`config.mk`:
```
export PLATFORM = sky130hd
export DESIGN_NAME = sample_mem_ctrl
export DESIGN_NICKNAME = d
export VERILOG_FILES = /design/src/rtl/sample_mem_ctrl.sv
export SDC_FILE = /design/constraint.sdc
export NUM_CORES = 1
export LEC_CHECK = 0
export BUFFER_PORTS_ARGS = -buffer_cell sky130_fd_sc_hd__buf_2
export CORE_MARGIN = 2
export CORE_UTILIZATION = 45
export CTS_BUF_LIST = sky130_fd_sc_hd__clkbuf_4 sky130_fd_sc_hd__clkbuf_8
export CTS_CLUSTER_SIZE = 28
export DETAILED_ROUTE_END_ITERATION = 8
export PLACE_DENSITY = 0.8
export SLEW_MARGIN = 30
export SYNTH_ARGS = -nofsm -noshare
export SYNTH_HDL_FRONTEND = slang
export SYNTH_SLANG_ARGS = --single-unit
```
`constraint.sdc`:
```
create_clock -name clk -period 2.1 [get_ports clk]
set_input_delay 0.21 -clock clk [delete_from_list [all_inputs] [get_ports clk]]
set_output_delay 0.21 -clock clk [all_outputs]
set_load 0.01 [all_outputs]
```
`src/rtl/sample_mem_ctrl.sv`:
```
// rtl/sample_mem_ctrl.sv - capture one frame of samples into a RAM, then serve reads until released
// Optional OVERRUN_CNT_EN adds a saturating count of samples arriving while a frame is held.
module sample_mem_ctrl #(
  parameter int DATA_W    = 10,
  parameter int ADDR_W    = 11,
  parameter int FRAME_LEN = 2048
) (
  input  logic              clk,
  input  logic              rst_n,
  input  logic              start,
  input  logic              smp_valid,
  input  logic [DATA_W-1:0] smp_data,
  output logic [ADDR_W-1:0] mem_addr,
  output logic [DATA_W-1:0] mem_wdata,
  output logic              mem_we,
  input  logic [DATA_W-1:0] mem_rdata,
  input  logic              rd_req,
  input  logic [ADDR_W-1:0] rd_addr,
  output logic [DATA_W-1:0] rd_data,
  output logic              rd_valid,
  input  logic              rd_done,
  output logic              busy,
`ifdef OVERRUN_CNT_EN
  output logic              frame_ready,
  output logic [15:0]       overrun_cnt
`else
  output logic              frame_ready
`endif
);

  typedef enum logic [1:0] {S_IDLE, S_FILL, S_READY} state_t;

  localparam logic [ADDR_W-1:0] LAST_PTR = ADDR_W'(FRAME_LEN - 1);

  state_t            r_state;
  logic [ADDR_W-1:0] r_wr_ptr;
  logic [ADDR_W-1:0] r_mem_addr;
  logic [DATA_W-1:0] r_mem_wdata;
  logic              r_mem_we;
  logic              r_rd_pend;
  logic              r_rd_valid;
  logic              r_busy;
  logic              r_frame_ready;

  always_ff @(posedge clk) begin
    if (!rst_n) begin
      r_state       <= S_IDLE;
      r_wr_ptr      <= '0;
      r_mem_addr    <= '0;
      r_mem_wdata   <= '0;
      r_mem_we      <= 1'b0;
      r_rd_pend     <= 1'b0;
      r_rd_valid    <= 1'b0;
      r_busy        <= 1'b0;
      r_frame_ready <= 1'b0;
    end else begin
      r_mem_we   <= 1'b0;
      r_rd_pend  <= 1'b0;
      // Read pipeline runs independent of state so a read issued with rd_done still completes.
      r_rd_valid <= r_rd_pend;
      case (r_state)
        S_IDLE: begin
          r_mem_addr <= '0;
          if (start) begin
            r_state  <= S_FILL;
            r_wr_ptr <= '0;
            r_busy   <= 1'b1;
          end
        end
        S_FILL: begin
          if (smp_valid) begin
            r_mem_we    <= 1'b1;
            r_mem_addr  <= r_wr_ptr;
            r_mem_wdata <= smp_data;
            r_wr_ptr    <= r_wr_ptr + 1'b1;
            if (r_wr_ptr == LAST_PTR) begin
              r_state       <= S_READY;
              r_busy        <= 1'b0;
              r_frame_ready <= 1'b1;
            end
          end
        end
        S_READY: begin
          if (rd_req) begin
            r_mem_addr <= rd_addr;
            r_rd_pend  <= 1'b1;
          end
          if (rd_done) begin
            r_state       <= S_IDLE;
            r_frame_ready <= 1'b0;
          end
        end
        default: begin
          r_state       <= S_IDLE;
          r_busy        <= 1'b0;
          r_frame_ready <= 1'b0;
        end
      endcase
    end
  end

`ifdef OVERRUN_CNT_EN
  logic [15:0] r_overrun_cnt;

  always_ff @(posedge clk) begin
    if (!rst_n) begin
      r_overrun_cnt <= '0;
    end else if (r_state == S_IDLE && start) begin
      r_overrun_cnt <= '0;
    end else if (r_state == S_READY && smp_valid && r_overrun_cnt != 16'hFFFF) begin
      r_overrun_cnt <= r_overrun_cnt + 16'd1;
    end
  end

  assign overrun_cnt = r_overrun_cnt;
`endif

  assign mem_addr    = r_mem_addr;
  assign mem_wdata   = r_mem_wdata;
  assign mem_we      = r_mem_we;
  assign rd_data     = mem_rdata;
  assign rd_valid    = r_rd_valid;
  assign busy        = r_busy;
  assign frame_ready = r_frame_ready;

endmodule

```
# Word level (Yosys, flattened, before mapping)
# Index checks and enable logic that the tools add are counted.
dict set report totals {
  reg_bits 39
  word_cells 52
}
dict set report op_classes {
  reduce_logical 11
  bitwise_logic 2
  eq_ne 8
  addsub 1
  mux 21
}
# op count
set ops {}
lappend ops {{two-way mux 11 bit} 4}
lappend ops {{case mux 11 bit (3 select lines)} 1}
lappend ops {{case mux 11 bit (2 select lines)} 1}
lappend ops {{AND reduction 4 bit} 3}
lappend ops {{adder 11 x 1 -> 11 bit, second input constant} 1}
lappend ops {{equality test 11 bit, second input constant} 1}
lappend ops {{!= test 2 bit, second input constant} 5}
lappend ops {{two-way mux 1 bit} 8}
lappend ops {{two-way mux 2 bit} 4}
lappend ops {{case mux 1 bit (3 select lines)} 2}
lappend ops {{case mux 2 bit (3 select lines)} 1}
lappend ops {{AND reduction 2 bit} 3}
lappend ops {{AND reduction 3 bit} 2}
lappend ops {{nonzero test 3 bit} 1}
lappend ops {{equality test 2 x 1 -> 1 bit, second input constant} 1}
lappend ops {{equality test 2 bit, second input constant} 1}
lappend ops {{logical NOT 2 bit} 1}
lappend ops {{NOT 1 bit} 2}
lappend ops {{nonzero test 2 bit} 1}

# Logic depth before layout (Yosys ltp)
# Gate-level depths: netlist (run 1).
dict set report depth {
  word_depth 4
  ltp_mapped 8
}

# Least setup slack after synthesis (run 1)
# No wires, ideal clock.
dict set report synth_path {
  path_kind {register -> register}
  start {register r_state[1]}
  end {register r_wr_ptr[10]}
  t_arrival_ps 1942
  path_buffers 2
  path_slack_ps 85
  stages_incl_launch_ff 9
  path_cell_list {dfxtp_1 -> inv_1 -> ha_1 -> buf_6 -> nor2b_4 -> or4b_1 -> buf_2 -> or3_1 -> a21oi_1}
}
dict set report synth_between {
  elab_chain_cells 3
  elab_cells_between_ends 7
  classes_between {eq/ne: 3; mux: 1; reduce/logical: 3}
}
# item line
set synth_lines {}
lappend synth_lines {{from (decl)} 35} ;# state_t r_state;
lappend synth_lines {{from (signal assigned)} 47} ;# r_state <= S_IDLE;
lappend synth_lines {{from (signal assigned)} 65} ;# r_state <= S_FILL;
lappend synth_lines {{from (signal assigned)} 77} ;# r_state <= S_READY;
lappend synth_lines {{equality test 2 x 1 -> 1 bit or logical NOT 2 bit (tied branches)} 61} ;# case (r_state)
lappend synth_lines {{!= test 2 bit (no line) or nonzero test 2 bit (tied branches)} -}
lappend synth_lines {{AND reduction 3 bit (no line)} -}
lappend synth_lines {{to (signal assigned)} 75} ;# r_wr_ptr <= r_wr_ptr + 1'b1;
lappend synth_lines {{to (decl)} 36} ;# logic [ADDR_W-1:0] r_wr_ptr;
# Several ways; a longest one is shown, not always the timed one.
# A chain may end at the register's enable or synchronous reset.

# Worst setup path after layout (run 1)
dict set report layout_path {
  start {register r_state[0]}
  end {register r_wr_ptr[10]}
}
# Same word-level chain as after synthesis.

==> reports/metrics.csv, run 1 <==
stage;metric;value;unit
status;outcome;completed;
route;vias_per_cell;5.180;
logic_synthesis;ys_top_cells_by_count;nand2_1 (41), dfxtp_1 (39), a21oi_1 (29), nand3_1 (14);
logic_synthesis;syn_avg_cell_area;8.275;um2
critical_path;worstPathArrival;2.19;ns
route;final_antenna_net_count;0;
timing;rsz0062_at_grt;false;
critical_path;cp_top_family;simple AND/OR/NAND/NOR gates;
critical_path;worstSetupStartpoint;r_state[0]$_SDFFE_PN0P_;
timing;finalSetupViolCount;0;
clock_network;postCtsHoldBufs;0;
hold_path;worstHoldPathCells;3;
critical_path;path_max_fanout;7;
clock_network;cts_setup_buffers;0;
cells_and_area;drive_above_1_share;26.32;%
critical_path;critical_path_depth;6;
placed_design;place_hpwl;2930;um
power;p_per_area;885.0;nW/um2
critical_path;critical_path_class;flip-flop to flip-flop;
die;die_area;4570;um2
global_route;grt_pass1_vias;1401;
timing;fin_crit_sh;93.45;%
timing;hold_viol;0;
clock_network;cts_buffers;5;
logic_synthesis;synth-edff-count;0;
placed_design;place.gp.congestion;0.8539;
global_route;antenna_found_initial;0;
die;core;3943;um2
logic_synthesis;yosys.area.top_type;dfxtp_1;
global_route;grt_pass1_wl;6244;um
cells_and_area;post-route-util;56.14;%
logic_synthesis;syn-cell-area;1820;um2
die;num_io_pins;72;
clock_network;cts.sinks;39;
timing;finalMaxSlewViolations;0;
timing;slew_headroom;70.85;%
route;drt_iter0_drc;140;
timing;finClkSkew;0.005759;ns
critical_path;crit_chain;inv_1 -> ha_1 -> mux2i_1 -> or4b_4 -> or3_1 -> a21oi_1;
logic_synthesis;ys_top_cells_by_area;dfxtp_1 (43%), nand2_1 (8.5%), a21oi_1 (8.0%);
route;wl_per_cell;12.47;um
critical_path;endpoint_kind;flip-flop;
logic_synthesis;yosysTopAreaCellShare;42.89;%
global_route;grt.overflow.total;0;
critical_path;worst_path_max_delay_cell;or4b_4;
logic_synthesis;synth.most_common_cell;nand2_1;
timing;worst_slack;0.1376;ns
critical_path;crit_buf_inv;1;
cells_and_area;area.growth.synth_to_final;21.58;%
job;maxCapViolCount;0;
critical_path;r2r_cells;6;
critical_path;cp-start-kind;flip-flop;
power;p_sw;529.1;uW
clock_network;tritoncts;done;
route;firstDrtPassIters;4;
power;p_seq_share;40.8;%
logic_synthesis;yosysSeqAreaShare;42.89;%
logic_synthesis;synth_cell_types;39;
clock_network;ctsResizeCount;0;
power;swShare;27.01;%
logic_synthesis;yosysWarnings;0;
die;start_util;46.18;%
logic_synthesis;synth_seq_cells;39;
timing;holdWs;0.1503;ns
clock_network;root_buffer;clkbuf_8;
critical_path;worstPathRequired;2.32;ns
power;p_clk_share;37.8;%
timing;tns;0;ns
route;wl;3941;um
hold_path;hold_class;input port to flip-flop;
route;routed-via-count;1637;
timing;max_clock_freq;0.5096;GHz
placed_design;io_buffers;51;
clock_network;cts_htree_levels;2;
hold_path;min_from;smp_data[8];
cells_and_area;n_antenna_cell;0;
logic_synthesis;syn_inst;220;
critical_path;slowest_delay;0.54;ns
power;p_int;1.430;mW
critical_path;reg2reg_from;r_state[0]$_SDFFE_PN0P_;
global_route;grt.total_usage;17.96;%
die;die_h;67.61;um
power;ir_drop;0.4037;mV
clock_network;insertion_delay;0.29;ns
timing;min_period;1.962;ns
die;die_x;67.61;um
logic_synthesis;syn_nets;263;
logic_synthesis;synthFlopType;dfxtp_1;
clock_network;cts.clk_slew.worst_paths;0.07;ns
route;drc;0;
die;num_rows;23;
power;p_leak;0.9239;nW
cells_and_area;fin_nets;308;
timing;tightest_slew;0.4362;ns
power;pwr-share-comb;21.4;%
logic_synthesis;async_reset_ff_share;0;%
clock_network;clockBufferDepth;2;
placed_design;place_ws;0.08399;ns
global_route;grt_max_degree;27;
==> metrics by stage <==
step	area (um2)	instances	power (mW)
5_1_grt	2213	316	2.061
3_5_place_dp	2069	308	1.233
3_3_place_gp	2069	308	1.229
2_1_floorplan	1821	220	1.119
4_1_cts	2206	316	1.977
6_report	2213	316	1.959
==> cell usage in the layout (no fill, tap or decap), types with 2 or more instances in the layout <==
cell type  instances
a21oi_1           29
a22o_1            10
buf_2             51
buf_4              7
bufinv_16          2
clkbuf_8           5
dfxtp_1           39
ha_1               6
inv_1              5
mux2i_1            2
nand2_1           41
nand2b_1           2
nand3_1           14
nand4_1            3
nor2_1             8
nor2b_1            2
nor3_1             3
o21ai_0            7
o31ai_1            2
or3_1              7
xnor2_1            2
==> sequential cells by signal, indices dropped and copies added (netlist names) <==
register	cells
mem_addr	11
r_wr_ptr	11
mem_wdata	10
r_state	2
busy	1
frame_ready	1
mem_we	1
r_rd_pend	1
rd_valid	1
==> path summary, 6_finish.rpt <==
check / endpoint / slack (ns)
worst max-delay path: r_wr_ptr[10]$_SDFFE_PN0P_ / 0.14
worst min-delay path: mem_wdata[8]$_SDFFE_PN0P_ / 0.15
worst min register to register: rd_valid$_SDFF_PN0_ / 0.44
worst max register to register: r_wr_ptr[10]$_SDFFE_PN0P_ / 0.14
==> worst reg2reg max path, stage by stage, from the launching register on <==
cell,delay (ns)
dfxtp_1,0.38
inv_1,0.10
ha_1,0.22
mux2i_1,0.16
or4b_4,0.54
or3_1,0.36
a21oi_1,0.14
==> layer usage <==
metal,GRT usage [%],up-vias,share of wire (%)
li1,-,849,-
met1,25.15,730,45
met2,26.47,53,46
met3,4.500,5,7.5
met4,6.633,0,1.1
met5,0,-,0
==> cell families after synthesis <==
family / count (synthesis) / share of synthesized area (%)
DFF: 39 / 42.89
adders and majority gates: 6 / 4.124
xor gates and xnor gates: 3 / 1.444
buffers and inverters: 26 / 7.903
AOI/OAI and AO/OA: 53 / 17.59
muxes: 3 / 1.718
and+or+nand+nor: 90 / 24.33
==> layout make-up <==
cell class                 count  area (um2)
clock buffer                   6       76.32
clock inverter                 2       60.06
fill                         369        1729
inverter                       6       22.52
multi-input combinational    155       903.4
sequential                    39       780.7
tap                           50       62.56
timing repair buffer          58       307.8
==> power groups by stage <==
stage | logic (mW) | clock network (mW) | registers (mW)
6_report | 0.420 | 0.740 | 0.799
5_1_grt | 0.469 | 0.787 | 0.805
4_1_cts | 0.419 | 0.760 | 0.799
3_5_place_dp | 0.417 | 0 | 0.816
3_3_place_gp | 0.414 | 0 | 0.815
2_1_floorplan | 0.289 | 0 | 0.829
Note: power is estimated with default switching activity, not from simulation.
==> run 2: changes to the inputs <==
--- a/config.mk
+++ b/config.mk
@@ -7,11 +7,12 @@
 export LEC_CHECK = 0
 export BUFFER_PORTS_ARGS = -buffer_cell sky130_fd_sc_hd__buf_2
 export CORE_MARGIN = 2
-export CORE_UTILIZATION = 45
+export CORE_UTILIZATION = 35
 export CTS_BUF_LIST = sky130_fd_sc_hd__clkbuf_4 sky130_fd_sc_hd__clkbuf_8
 export CTS_CLUSTER_SIZE = 28
 export DETAILED_ROUTE_END_ITERATION = 8
-export PLACE_DENSITY = 0.8
+export PLACE_DENSITY = 0.65
+export SETUP_SLACK_MARGIN = 0.05
 export SLEW_MARGIN = 30
 export SYNTH_ARGS = -nofsm -noshare
 export SYNTH_HDL_FRONTEND = slang
==> reports/metrics.csv, run 2 (synthesized netlist as in run 1, its figures left out) <==
stage;metric;value;unit;change
die;die_x;76.12;um;+13%
route;drc;0;;unchanged
power;p_leak;0.9101;nW;-1.5%
timing;tightest_slew;0.3903;ns;-0.04584 ns
timing;fin_crit_sh;92.59;%;-0.86 points
global_route;grt_max_degree;20;;-26%
route;vias_per_cell;4.893;;-5.5%
route;routed-via-count;1649;;+0.73%
power;ir_drop;0.2278;mV;-44%
timing;finalSetupViolCount;0;;unchanged
cells_and_area;fin_nets;309;;+0.32%
timing;holdWs;0.1514;ns;+0.001151 ns
die;die_h;76.12;um;+13%
timing;min_period;1.944;ns;-0.01802 ns
die;num_io_pins;72;;unchanged
critical_path;worstPathRequired;2.33;ns;about the same
clock_network;cts_setup_buffers;0;;unchanged
placed_design;place_hpwl;3131;um;+6.9%
job;maxCapViolCount;0;;unchanged
power;pwr-share-comb;24.2;%;+2.8 points
route;final_antenna_net_count;0;;unchanged
timing;tns;0;ns;unchanged
clock_network;insertion_delay;0.29;ns;about the same
clock_network;cts.clk_slew.worst_paths;0.08;ns;about the same
clock_network;root_buffer;clkbuf_8;;
route;wl;4253;um;+7.9%
cells_and_area;most-common-layout-cells;buf_2 (51), nand2_1 (41), dfxtp_1 (38);;
die;core;5075;um2;+29%
placed_design;io_buffers;51;;unchanged
power;p_clk_share;31.2;%;-6.6 points
cells_and_area;drive_above_1_share;26.97;%;+0.65 points
die;num_rows;26;;+13%
die;die_area;5794;um2;+27%
cells_and_area;mostFrequentLayoutCell;buf_2;;
clock_network;cts_buffers;5;;unchanged
route;wl_per_cell;12.62;um;+1.2%
cells_and_area;n_antenna_cell;0;;unchanged
critical_path;path_max_fanout;7;;unchanged
timing;finClkSkew;0.003324;ns;-0.002435 ns
hold_path;hold_class;input port to flip-flop;;
die;start_util;35.87;%;-10 points
global_route;antenna_found_initial;0;;unchanged
route;drt_iter0_drc;72;;-49%
power;p_seq_share;44.6;%;+3.8 points
clock_network;tritoncts;done;;
global_route;grt_pass1_vias;1539;;+9.9%
clock_network;postCtsHoldBufs;0;;unchanged
route;firstDrtPassIters;4;;unchanged
critical_path;endpoint_kind;flip-flop;;
critical_path;critical_path_class;flip-flop to flip-flop;;
timing;max_clock_freq;0.5143;GHz;+0.93%
clock_network;cts_htree_levels;2;;unchanged
global_route;grt.total_usage;15.19;%;-2.8 points
global_route;grt.overflow.total;0;;unchanged
critical_path;worstPathArrival;2.17;ns;-0.02 ns
cells_and_area;area.growth.synth_to_final;21.65;%;about the same
placed_design;place.gp.congestion;0.7680;;-10%
global_route;grt_pass1_wl;7127;um;+14%
timing;slew_headroom;73.98;%;+3.1 points
critical_path;cp-start-kind;flip-flop;;
timing;hold_viol;0;;unchanged
timing;finalMaxSlewViolations;0;;unchanged
power;swShare;30.58;%;+3.6 points
clock_network;cts.sinks;39;;unchanged
timing;rsz0062_at_grt;false;;
power;p_int;1.247;mW;-13%
power;p_sw;549.3;uW;+3.8%
power;p_per_area;811.1;nW/um2;-8.4%
clock_network;clockBufferDepth;2;;unchanged
status;outcome;completed;;
==> run 2: changes by cell type in the layout (fill, tap and decap cells not counted), sizes merged <==
cell      previous run  this run
bufinv               2         0
clkbuf               6         7
clkinvlp             0         1
buf                 58        59
==> run 2: power groups by stage <==
stage / clock network (mW) / logic (mW) / registers (mW)
after floorplan: 0 / 0.289 / 0.829
after CTS: 0.575 / 0.434 / 0.800
final: 0.561 / 0.434 / 0.801
after detailed placement: 0 / 0.432 / 0.818
after global routing: 0.609 / 0.483 / 0.809
after global placement: 0 / 0.428 / 0.816
==> run 2: critical path, stage by stage (launching register included) <==
cell and delay [ns]:
dfxtp_1 0.36, inv_1 0.09, ha_1 0.21, nor2b_4 0.14
or4b_4 0.58, or3_1 0.36, a21oi_1 0.14
==> run 2: stage by stage <==
step / setup slack (ns) / power [mW] / instance area, um2 / utilization, % / cells
after CTS: 0.07286 / 1.810 / 2210 / 43.54 / 337
after global placement: 0.1273 / 1.243 / 2102 / 41.42 / 329
after global routing: 0.05466 / 1.901 / 2215 / 43.64 / 337
after detailed placement: 0.07205 / 1.249 / 2102 / 41.42 / 329
after floorplan: 0.08530 / 1.119 / 1821 / - / 220
final: 0.1556 / 1.796 / 2215 / 43.64 / 337
==> run 2: path summary, 6_finish.rpt <==
path | slack (ns) | startpoint | to | depth (start not counted)
setup / recovery | 0.16 | r_state[1]$_SDFFE_PN0P_ | r_wr_ptr[8]$_SDFFE_PN0P_ | 6
setup reg to reg | 0.16 | r_state[1]$_SDFFE_PN0P_ | r_wr_ptr[8]$_SDFFE_PN0P_ | 6
hold / removal | 0.15 | smp_data[9] | mem_wdata[9]$_SDFFE_PN0P_ | 3
hold reg to reg | 0.45 | r_rd_pend$_SDFF_PN0_ | rd_valid$_SDFF_PN0_ | 1
==> run 2: metal layers <==
metal  global-route usage (%)  routed length, um  up-vias  part of all wire [%]
li1                         -                  -      850                     -
met1                    19.60               1989      751                    47
met2                    24.55               1973       42                    46
met3                    3.673                229        6                   5.4
met5                        0                  0        -                     0
met4                    6.000                 61        0                   1.4
==> run 2: repair_timing <==
item                       in CTS  in global routing
resized for setup               1                  2
hold endpoints to repair        0                  0
setup endpoints to repair       1                  5
==> run 2: area by class of cell <==
cell class | instances | area [um2]
fill | 540 | 2860
timing repair buffer | 59 | 315.3
inverter | 6 | 22.52
clock buffer | 7 | 96.34
tap | 70 | 87.58
clock inverter | 1 | 7.507
multi-input combinational | 155 | 903.4
sequential | 39 | 782.0
